===== config.mk =====
export PLATFORM = sky130hd
export DESIGN_NAME = rw_stage
export DESIGN_NICKNAME = d
export VERILOG_FILES = /design/src/rtl/rw_stage_pkg.sv /design/src/rtl/rw_stage_wb_select.sv /design/src/rtl/rw_stage.sv
export SDC_FILE = /design/constraint.sdc
export NUM_CORES = 1
export LEC_CHECK = 0
export ABC_AREA = 0
export BUFFER_PORTS_ARGS = -buffer_cell sky130_fd_sc_hd__buf_2
export CAP_MARGIN = 20
export CORE_MARGIN = 3
export CORE_UTILIZATION = 51
export CTS_CLUSTER_SIZE = 28
export DETAILED_ROUTE_END_ITERATION = 7
export GPL_TIMING_DRIVEN = 0
export PLACE_DENSITY = 0.86
export SLEW_MARGIN = 0
export SYNTH_ARGS = -nofsm -noshare
export SYNTH_HDL_FRONTEND = slang
export SYNTH_SLANG_ARGS = --single-unit

===== constraint.sdc =====
create_clock -name clk -period 5.7 [get_ports clk]
set_input_delay 0.855 -clock clk [delete_from_list [all_inputs] [get_ports clk]]
set_output_delay 0.855 -clock clk [all_outputs]
set_load 0.05 [all_outputs]

===== src/rtl/rw_stage_pkg.sv =====
// Constants shared by the EX/MA/RW stages: control-bus bit positions, call link register,
// and the position of the destination register field in the instruction word.
package rw_stage_pkg;
  localparam int unsigned CTRL_ISST   = 0;
  localparam int unsigned CTRL_ISLD   = 1;
  localparam int unsigned CTRL_ISWB   = 2;
  localparam int unsigned CTRL_ISCALL = 3;

  localparam logic [3:0]  RA_REG_DEF  = 4'd15;

  localparam int unsigned IR_RD_HI    = 25;
  localparam int unsigned IR_RD_LO    = 22;
endpackage


===== src/rtl/rw_stage_wb_select.sv =====
// Writeback select: derives register-file write data, index and strobe from the latched fields.
module rw_wb_select
  import rw_stage_pkg::*;
#(
  parameter int unsigned     REG_ADDR_W = 4,
  parameter int unsigned     CTRL_W     = 22,
  parameter logic [REG_ADDR_W-1:0] RA_REG = RA_REG_DEF
) (
  input  logic                  valid_i,
  input  logic [31:0]           pc_i,
  input  logic [31:0]           alu_i,
  input  logic [31:0]           ld_i,
  input  logic [31:0]           ir_i,
  input  logic [CTRL_W-1:0]     ctrl_i,
  output logic                  we_o,
  output logic [REG_ADDR_W-1:0] rd_o,
  output logic [31:0]           data_o
);
  logic is_st, is_ld, is_wb, is_call;
  logic unused_bits;

  assign is_st   = ctrl_i[CTRL_ISST];
  assign is_ld   = ctrl_i[CTRL_ISLD];
  assign is_wb   = ctrl_i[CTRL_ISWB];
  assign is_call = ctrl_i[CTRL_ISCALL];

  // Stores are distinguished only by the absence of isWb; the bit is decoded for trace symmetry.
  assign unused_bits = ^{is_st, ctrl_i[CTRL_W-1:CTRL_ISCALL+1],
                         ir_i[31:IR_RD_HI+1], ir_i[IR_RD_LO-1:0]};

  always_comb begin
    data_o = alu_i;
    if (is_ld)
      data_o = ld_i;
    else if (is_call)
      data_o = pc_i + 32'd4;

    rd_o = is_call ? RA_REG : ir_i[IR_RD_LO +: REG_ADDR_W];
    we_o = valid_i & is_wb;
  end
endmodule


===== src/rtl/rw_stage.sv =====
// Register-writeback pipeline latch: holds one instruction, drives the register-file write
// port / forwarding source, and counts retired instructions.
module rw_stage
  import rw_stage_pkg::*;
#(
  parameter int unsigned           REG_ADDR_W = 4,
  parameter int unsigned           CTRL_W     = 22,
  parameter logic [REG_ADDR_W-1:0] RA_REG     = RA_REG_DEF
) (
  input  logic                  clk,
  input  logic                  reset,
  input  logic                  stall,
  input  logic                  flush,
  input  logic                  input_RW_valid,
  input  logic [31:0]           input_RW_PC,
  input  logic [31:0]           input_RW_ALU_Result,
  input  logic [31:0]           input_RW_Ld_Result,
  input  logic [31:0]           input_RW_IR,
  input  logic [CTRL_W-1:0]     input_RW_controlBus,
  output logic                  RW_writeEnable,
  output logic [REG_ADDR_W-1:0] RW_rd,
  output logic [31:0]           RW_Data_value,
  output logic                  RW_valid,
  output logic [31:0]           output_RW_IR,
  output logic [31:0]           RW_retired_count
);
  logic              valid_q, valid_d;
  logic [31:0]       pc_q, pc_d;
  logic [31:0]       alu_q, alu_d;
  logic [31:0]       ld_q, ld_d;
  logic [31:0]       ir_q, ir_d;
  logic [CTRL_W-1:0] ctrl_q, ctrl_d;
  logic [31:0]       count_q, count_d;

  always_comb begin
    valid_d = valid_q;
    pc_d    = pc_q;
    alu_d   = alu_q;
    ld_d    = ld_q;
    ir_d    = ir_q;
    ctrl_d  = ctrl_q;
    if (flush) begin
      // Data fields hold on a flush; they are don't-care once valid drops.
      valid_d = 1'b0;
    end else if (!stall) begin
      valid_d = input_RW_valid;
      pc_d    = input_RW_PC;
      alu_d   = input_RW_ALU_Result;
      ld_d    = input_RW_Ld_Result;
      ir_d    = input_RW_IR;
      ctrl_d  = input_RW_controlBus;
    end

    count_d = count_q;
    if (valid_q && (!stall || flush))
      count_d = count_q + 32'd1;
  end

  always_ff @(posedge clk or posedge reset) begin
    if (reset) begin
      valid_q <= 1'b0;
      pc_q    <= '0;
      alu_q   <= '0;
      ld_q    <= '0;
      ir_q    <= '0;
      ctrl_q  <= '0;
      count_q <= '0;
    end else begin
      valid_q <= valid_d;
      pc_q    <= pc_d;
      alu_q   <= alu_d;
      ld_q    <= ld_d;
      ir_q    <= ir_d;
      ctrl_q  <= ctrl_d;
      count_q <= count_d;
    end
  end

  rw_wb_select #(
    .REG_ADDR_W (REG_ADDR_W),
    .CTRL_W     (CTRL_W),
    .RA_REG     (RA_REG)
  ) u_wb_select (
    .valid_i (valid_q),
    .pc_i    (pc_q),
    .alu_i   (alu_q),
    .ld_i    (ld_q),
    .ir_i    (ir_q),
    .ctrl_i  (ctrl_q),
    .we_o    (RW_writeEnable),
    .rd_o    (RW_rd),
    .data_o  (RW_Data_value)
  );

  assign RW_valid         = valid_q;
  assign output_RW_IR     = ir_q;
  assign RW_retired_count = count_q;
endmodule


### Word level (Yosys, flattened, before mapping)

Cells that the tools add are included.

* magnitude comparators: 0
* add/sub/neg operators: 2
* multipliers: 0
* divide/modulo/power cells: 0
* shift-type cells: 0
* reduce and logical (&&, ||, !) cells: 4
* multiplexer cells: 5
* equal/unequal tests: 1
* bitwise operators: 3

Operators by type and width (number)
* 2-to-1 mux 32 bit: 2
* adder 32 x 1 -> 32 bit (second input constant): 1
* adder 32 x 3 -> 32 bit (second input constant): 1
* 2-to-1 mux 4 bit: 1
* 2-to-1 mux 1 bit: 2
* != test 2 x 1 -> 1 bit (second input constant): 1
* inverter 1 bit: 2
* AND reduction 2 bit: 1
* AND 1 bit: 1
* logical AND 1 bit: 1
* logical NOT 1 bit: 1
* logical OR 1 bit: 1

* output and inout bits: 102
* logic and storage cells: 22
* bits in latches: 0
* flip-flop bits (word level): 165
* memories kept: 0
* memory bits (writable): 0
* ROM bits: 0

### Logic depth before layout (Yosys ltp)

Gate-level depths: netlist of run 1.

* depth after elaboration: 3
* mapped depth: 6
* depth with buffers taken out: 6

### Cells and area by module

Synthesis of run 1 repeated with hierarchy kept, for this count alone.

* cell total of the unflattened synthesis: 643
* area, all modules: 8256.7 µm²

By module, submodules not included
* rw_stage: area each 7041.8 µm², cells an instance 451, seq. area each 4579.4 µm², times used 1
* rw_wb_select: area each 1214.9 µm², cells an instance 192, seq. area each 0.0 µm², times used 1

### Worst setup path after synthesis of run 1

Ideal clock, no wire load.

* path kind: reg2out
* start: register pc_q[2]
* end: output RW_Data_value[28]
* data required time: 4.845 ns
* path buffers: 0
* slack: 2.687 ns
* cell stages (with the launch flop): 7
* data arrival time: 2.158 ns
* cell sequence: dfrtp_1 > ha_1 > inv_1 > nor4_4 > nand4_1 > xor2_1 > o21ai_1

* cells in the longest elaborated chain, start to end: 3

RTL lines
* start: declaration: line rw_stage.sv:28 `logic [31:0] pc_q, pc_d;`
* start signal: assignment: line rw_stage.sv:70 `pc_q <= pc_d;`
* adder 32 x 3 -> 32 bit: line rw_stage_wb_select.sv:36 `data_o = pc_i + 32'd4;`
* 2-to-1 mux 32 bit: line rw_stage_wb_select.sv:35 `else if (is_call)`
* 2-to-1 mux 32 bit: line rw_stage_wb_select.sv:33 `if (is_ld)`
* end: declaration: line rw_stage.sv:22 `output logic [31:0] RW_Data_value,`

No other way between the ends.

### Worst setup path after layout of run 1

* start: register pc_q[2]
* end: output RW_Data_value[24]

Same word-level chain as after synthesis.

==> run metrics, run 1 <==
max cap viols 0; register bit total from synthesis about 160; slack of the critical path 2.06 ns; synthesized area about 7500 um2; CP max FO 10; chip width around 130 um; Hold Buf Count CTS 0; Post-Synthesis Cells just over 600; met3 usage approximately 8.2%; most numerous cell in the Yosys netlist dfrtp_1; met2 usage in global routing roughly 43%; Worst Reg-to-Reg Cells 6; Pleak 4.43 nW; Post-synth top cells 164 x dfrtp_1, 129 x mux2_2, 38 x nand2_1; WL per Instance ~19 um; Total Routed Length 19.7 mm; Rows 43; layout cells sized above 1 about 48%; Layout Skew between 0.005 and 0.006 ns; post-synthesis net count 765; dpl ws between 2 and 3 ns; synth warn 0; antenna viol nets, final 0; via count of the first global-routing pass approximately 6000; routability cong. approximately 0.84; # resized after CTS 0; DP HPWL 14.4 mm; GR Overflow Total 0; via count roughly 5800; sw frac a little over a third; Critical Path Source Type register; Core Util, Final between 60% and 70%; combinational group share of total power 27.5%; # DRC 0; dominant cell type by area after synthesis dfrtp_1; critical path endpoint category primary output; largest net degree at the start of global routing around 130; Synth cell types 42; cell-internal power 2.40 mW; Yosys top cell area share a little over half; Worst VDD drop about 0.29 mV; CTS tree done; Worst Hold Class in2async; area delta synth->final 27.7%; FF-to-FF Start RW_retired_count[0]; H-tree depth 4; DR vias/cell around 5.5; # port buffers roughly 240; min Tclk post-route around 3.6 ns; Period Utilization, post-route between 60 and 70%; initial antenna violation count 5; GR Util All Layers 24.6%; RSZ-0062 raised after global routing no; met1 Use GR between 20% and 30%; Root Driver clkbuf_16; dpl cells 1026; clock sinks roughly 160; clock buffer depth 2; Initial DRC Count between 300 and 400; GR peak layer met2; TritonCTS buffer count 17; Power Total roughly 3.7 mW; Least-Margin Pin Slew 0.806 ns; # IOs 257; mean post-synth cell area 12.4 um2; count of pins over their slew limit 0; clock group share of total power between 30 and 40%; CTS clk-pin slew, worst paths about 0.060 ns; NetSw roughly 1.3 mW; die height about 130 um; setup repair bufs after CTS 0; outcome completed; Power Density between 300 and 400 nW/um2; Initial Util 53.2%; post-synthesis sequential area ratio 54.5%; Seq pwr share about two fifths; endpoints failing hold 0; predominant post-synthesis flop cell dfrtp_1; Worst EP required around 4.9 ns; Core ar. 14100 um2; setup slack, reg-to-reg about 3.7 ns; Reg-to-Reg End RW_retired_count[28]; Worst slew margin 46.1%; number of synthesized flops with an enable pin 0; Worst-Skew Late Latency ~0.42 ns; synth top area cells dfrtp_1 55%, mux2_2 19%, xnor2_1 3.4%; Critical Path AT between 2 and 3 ns; ys async rst share 100%; die footprint ~16000 um2; final setup vio count 0; Post-Layout Cell Count 1058; number of diodes 0; nets between 1000 and 1500; Max Freq around 270 MHz; First-pass DRT Iterations 5; critical path type reg2out; first-pass GRT wire length 31.1 mm
[layer usage]
metal | routed length (um) | share of wire, %
met4 | 178 | 0.90
met1 | 7870 | 40
met5 | 45 | 0.23
met3 | 1640 | 8.3
met2 | 10000 | 51
[cell families after synthesis]
| logic type | after synthesis | synth area share [%] |
|---|---|---|
| compound gates | 65 | 4.81 |
| buf+inv | 34 | 1.90 |
| flops | 164 | 54.5 |
| fa+ha+maj | 2 | 0.333 |
| xor+xnor | 56 | 6.52 |
| mux | 134 | 20.0 |
| simple gates | 153 | 11.9 |
[final cells by class]
cell class	instances	area [um2]
Inverter	5	26.3
Tap cell	180	225
Clock buffer	21	460
Buffer	29	124
Sequential cell	164	4100
Timing Repair Buffer	238	1210
Clock inverter	11	176
Fill cell	1020	4540
Multi-Input combinational cell	410	3280
[sequential cells by signal, summed over array words and instances (netlist names)]
register	cells
RW_retired_count	32
alu_q	32
ld_q	32
output_RW_IR	32
pc_q	32
ctrl_q	3
RW_valid	1
[worst max path at each step]
stage            start                  end  slack, ns  depth (start not counted)
2_1_floorplan    reset  RW_retired_count[0]       0.41                          1
3_3_place_gp     reset             pc_q[16]      -1.44                          2
3_5_place_dp   pc_q[2]    RW_Data_value[24]       2.52                          7
4_1_cts        pc_q[2]    RW_Data_value[24]       2.08                          7
5_1_grt        pc_q[2]    RW_Data_value[24]       1.95                          7
6_report       pc_q[2]    RW_Data_value[24]       2.06                          7
[through the flow]
stage	cell area, um2	hold WS (ns)	TNS [ns]
5_1_grt	9610	0.403	0
2_1_floorplan	7520	0.472	0
3_5_place_dp	8970	0.463	0
4_1_cts	9610	0.391	0
6_report	9610	0.401	0
3_3_place_gp	8940	0.470	-234.37
[layout by cell type (no fill, tap or decap), drive strengths merged, types with 2 or more instances in the layout]
| cell | netlist | layout |
|---|---|---|
| nand2 | 38 | 38 |
| and3 | 9 | 9 |
| nor2 | 17 | 17 |
| inv | 4 | 4 |
| bufinv | 0 | 4 |
| nand4 | 18 | 18 |
| or2 | 4 | 4 |
| buf | 9 | 247 |
| nand2b | 2 | 2 |
| clkbuf | 20 | 41 |
| a21oi | 20 | 20 |
| clkinv | 1 | 4 |
| nor3b | 19 | 19 |
| and4 | 5 | 5 |
| o31ai | 2 | 2 |
| xor2 | 27 | 27 |
| mux2 | 129 | 129 |
| xnor2 | 29 | 29 |
| dfrtp | 164 | 164 |
| o21ai | 35 | 35 |
| nor3 | 6 | 6 |
| clkinvlp | 0 | 4 |
| and2 | 6 | 6 |
| ha | 2 | 2 |
| nand3 | 25 | 25 |
| a21o | 2 | 2 |
| nor4 | 3 | 3 |
| mux2i | 5 | 5 |
[critical path: stages (launching register included)]
cell	delay, ns
dfrtp_1	0.44
ha_1	0.30
inv_1	0.10
nor4_4	0.64
nand4_1	0.18
a311oi_1	0.31
a21o_1	0.12
buf_2	0.27
[power groups by stage]
stage	sequential, mW	combinational, mW	clock [mW]
after floorplan	1.61	0.580	0
after global placement	1.45	0.998	0
after detailed placement	1.45	1.02	0
after CTS	1.44	1.02	1.24
after global routing	1.46	1.07	1.29
final	1.44	1.01	1.23
(Power assumes the default switching activity.)
==> inputs of run 2 (changes only) <==
--- a/config.mk
+++ b/config.mk
@@ -5,11 +5,11 @@
 export SDC_FILE = /design/constraint.sdc
 export NUM_CORES = 1
 export LEC_CHECK = 0
-export ABC_AREA = 0
+export ABC_AREA = 1
 export BUFFER_PORTS_ARGS = -buffer_cell sky130_fd_sc_hd__buf_2
 export CAP_MARGIN = 20
 export CORE_MARGIN = 3
-export CORE_UTILIZATION = 51
+export CORE_UTILIZATION = 52
 export CTS_CLUSTER_SIZE = 28
 export DETAILED_ROUTE_END_ITERATION = 7
 export GPL_TIMING_DRIVEN = 0
==> constraint.sdc (replaced) <==
create_clock -name clk -period 3.6 [get_ports clk]
set_input_delay 0.54 -clock clk [delete_from_list [all_inputs] [get_ports clk]]
set_output_delay 0.54 -clock clk [all_outputs]
set_load 0.05 [all_outputs]
==> run 2 against run 1 <==
Effect of this change: setup slack got worse by 1.4 ns; register-to-register slack got worse by 1.8 ns; via count increased by 41%; core utilization decreased by 0.67 points; non-clock buffer count increased by 16; area after synthesis increased by 9.7%; combinational power increased by 49%; cell area increased by 7.6%.
==> run metrics, run 2 <==
outcome completed; Worst EP required 3.06 ns (-1.79 ns); post-synthesis sequential area ratio 49.7% (-4.8 points); simple-gate portion of the synthesized area 31.8% (+20 points); cell family with most CP delay simple AND/OR/NAND/NOR gates; Worst-Skew Late Latency 0.44 ns (+0.02 ns); Initial Util 53.7% (+0.53 points); synthesized area 8260 um2 (+9.7%); placed standard-cell area 9790 um2 (+9.1%); final setup vio count 0 (unchanged); Worst Hold Class in2async; slack of the critical path 0.680 ns (-1.38 ns); Core Util, Final 67.2% (-0.67 points); adder-cell share of the synthesized area 0.303% (-0.029 points); CP dominant cell by count nand2_1; min Tclk post-route a little under 3 ns; Yosys top cell area share 49.7% (-4.8 points); CP max FO 7 (-3); Critical Path Stages 10 (+3); area delta synth->final 25.2%; Layout Skew 0.0119 ns (+0.00666 ns); via count 8223 (+41%); mux share of post-synthesis cell area 0% (-20 points); Worst slew margin 48.4% (+2.3 points); most common cell after layout, fill and taps aside nand2_1; most frequent cells in the layout 469 x nand2_1, 255 x buf_2, 164 x dfrtp_1; routability cong. 0.967 (+15%); Buf/Inv on CP 1 (-1); critical path type reg2out; Critical Path, Cell by Cell ha_1 > nand2_1 > nor2_4 > nand2_2 > nor2_4 > nand2_1 > nand3_1 > nand2_1 > o21ai_0 > buf_2; Hold Buf Count CTS 0 (unchanged); RSZ-0062 raised after global routing no; predominant post-synthesis flop cell dfrtp_1; Power Density 524 nW/um2 (+37%); Fin Setup TNS 0 ns (unchanged); Rows 45 (+4.7%); DR vias/cell 5.15 (-6.3%); register bit total from synthesis 164 (unchanged); count of pins over their slew limit 0 (unchanged); max cap viols 0 (unchanged); Total Routed Length 25.1 mm (+27%); setup repair bufs after CTS 0 (unchanged); First-pass DRT Iterations 5 (unchanged); crit-path max cell delay 0.41 ns (-0.23 ns); Worst Reg-to-Reg Cells 8 (+2); Max Freq 342 MHz; # DRC 0 (unchanged); die height 132 um (+3.6%); final instance area 10300 um2 (+7.6%); chip width 132 um (+3.6%); synth top area cells dfrtp_1 50%, nand2_1 21%, o21ai_0 5.6%; Post-synth top cells 469 x nand2_1, 164 x dfrtp_1, 105 x inv_1; area of the multi-input gates 3560 um2 (+8.7%); dpl cells 1564 (+52%); Core ar. 15400 um2 (+8.6%); GR Util All Layers 28.7% (+4.1 points); via count of the first global-routing pass 8022 (+33%); number of synthesized flops with an enable pin 0 (unchanged); WL per Instance 15.7 um (-16%); final hold slack 0.121 ns (-0.280 ns); Least-Margin Pin Slew 0.771 ns (-0.0342 ns); Critical Path AT 2.38 ns (-0.41 ns); post-synthesis net count 1269 (+66%); layout cells sized above 1 23.0% (-25 points); ys async rst share 100% (unchanged); Slowest cell on crit path dfrtp_1; Post-Layout Cell Count 1596 (+51%); FILL cells 1334 (+31%); Pleak 5.42 nW (+22%); register area 4100 um2 (unchanged); H-tree depth 4 (unchanged); Post-Synthesis Cells 1112 (+83%); XOR/XNOR share of the synthesized area 2.97% (-3.5 points); compound-gate portion of the synthesized area 8.09% (+3.3 points); endpoints failing hold 0 (unchanged); critical path endpoint category primary output; clock sinks 164 (unchanged); Initial DRC Count 724 (+110%); TritonCTS buffer count 17 (unchanged); Worst VDD drop 0.396 mV (+39%); dominant cell type by area after synthesis dfrtp_1; number of diodes 0 (unchanged); Power Total 5.42 mW (+47%); # port buffers 237 (unchanged); CTS tree done; mean post-synth cell area 7.42 um2 (-40%); Period Utilization, post-route around four fifths; first-pass GRT wire length 40.0 mm (+29%); nets 1529 (+50%); clock buffer depth 2 (unchanged); largest net degree at the start of global routing 42 (-68%); die footprint 17400 um2 (+7.2%); GR Overflow Total 0 (unchanged); dpl ws 1.17 ns (-1.35 ns); Critical Path Source Type register; synth warn 0 (unchanged); # IOs 257 (unchanged); Root Driver clkbuf_16; # resized after CTS 0 (unchanged); initial antenna violation count 0 (-5); Synth cell types 30 (-29%); most numerous cell in the Yosys netlist nand2_1; CTS clk-pin slew, worst paths 0.07 ns (about the same); largest family of logic cells by synthesized area simple AND/OR/NAND/NOR gates; antenna viol nets, final 0 (unchanged); DP HPWL 19.1 mm (+32%)
[run 2: cell count changes after synthesis, sizes merged, moves of 15 or more]
cell	previous run	this run
o21ai	35	92
xnor2	29	14
nand2	38	475
nand3	25	56
nor2	17	86
nor3b	19	0
inv	4	108
mux2	129	0
[run 2: worst paths after layout]
kind	end	slack (ns)	start
max	RW_Data_value[18]	0.68	pc_q[3]
max in group asynchronous	pc_q[20]	2.41	reset
min reg2reg	output_RW_IR[5]	0.47	output_RW_IR[5]
min	RW_retired_count[24]	0.12	reset
min in group clk	RW_valid	0.30	input_RW_valid
max reg2reg	RW_retired_count[18]	1.97	RW_retired_count[0]
[run 2: per-layer routing]
| layer | routed length, um | GRT usage (%) | up-vias | part of all wire [%] |
|---|---|---|---|---|
| li1 | - | - | 3972 | - |
| met1 | 10200 | 36.9 | 3844 | 41 |
| met2 | 12200 | 47.8 | 359 | 49 |
| met3 | 1960 | 6.53 | 48 | 7.8 |
| met4 | 701 | 10.6 | 0 | 2.8 |
| met5 | 0 | 0 | - | 0 |
[run 2: report_power, final]
part	leakage, nW	internal, mW	switching, mW	total, mW
Sequential	2.05	2.05	0.153	2.21
Combinational	3.11	0.371	1.13	1.50
Clock	0.259	0.910	0.799	1.71
Total	5.42	3.33	2.08	5.42
[run 2: area by class of cell]
type,instances,share of cell area [%]
Sequential cell,164,39.7
Multi-Input combinational cell,797,34.5
Timing Repair Buffer,241,12.3
Clock buffer,19,4.29
Inverter,109,4.00
Tap cell,211,2.55
Buffer,42,1.74
Clock inverter,13,0.993
[run 2: kinds of logic after synthesis]
logic type | count (synthesis)
AO/OA/AOI/OAI | 131
XOR/XNOR | 28
adder cells (fa/ha/maj) | 2
flip-flops | 164
AND/OR/NAND/NOR | 636
buffers and inverters | 151
[run 2: worst reg2reg max path, delay by kind of cell, from the launching register on]
kind | cells | cell delay [ns]
AND/OR/NAND/NOR | 6 | 0.86
adder cells (fa/ha/maj) | 1 | 0.23
buffers and inverters | 1 | 0.03
flip-flops | 1 | 0.42
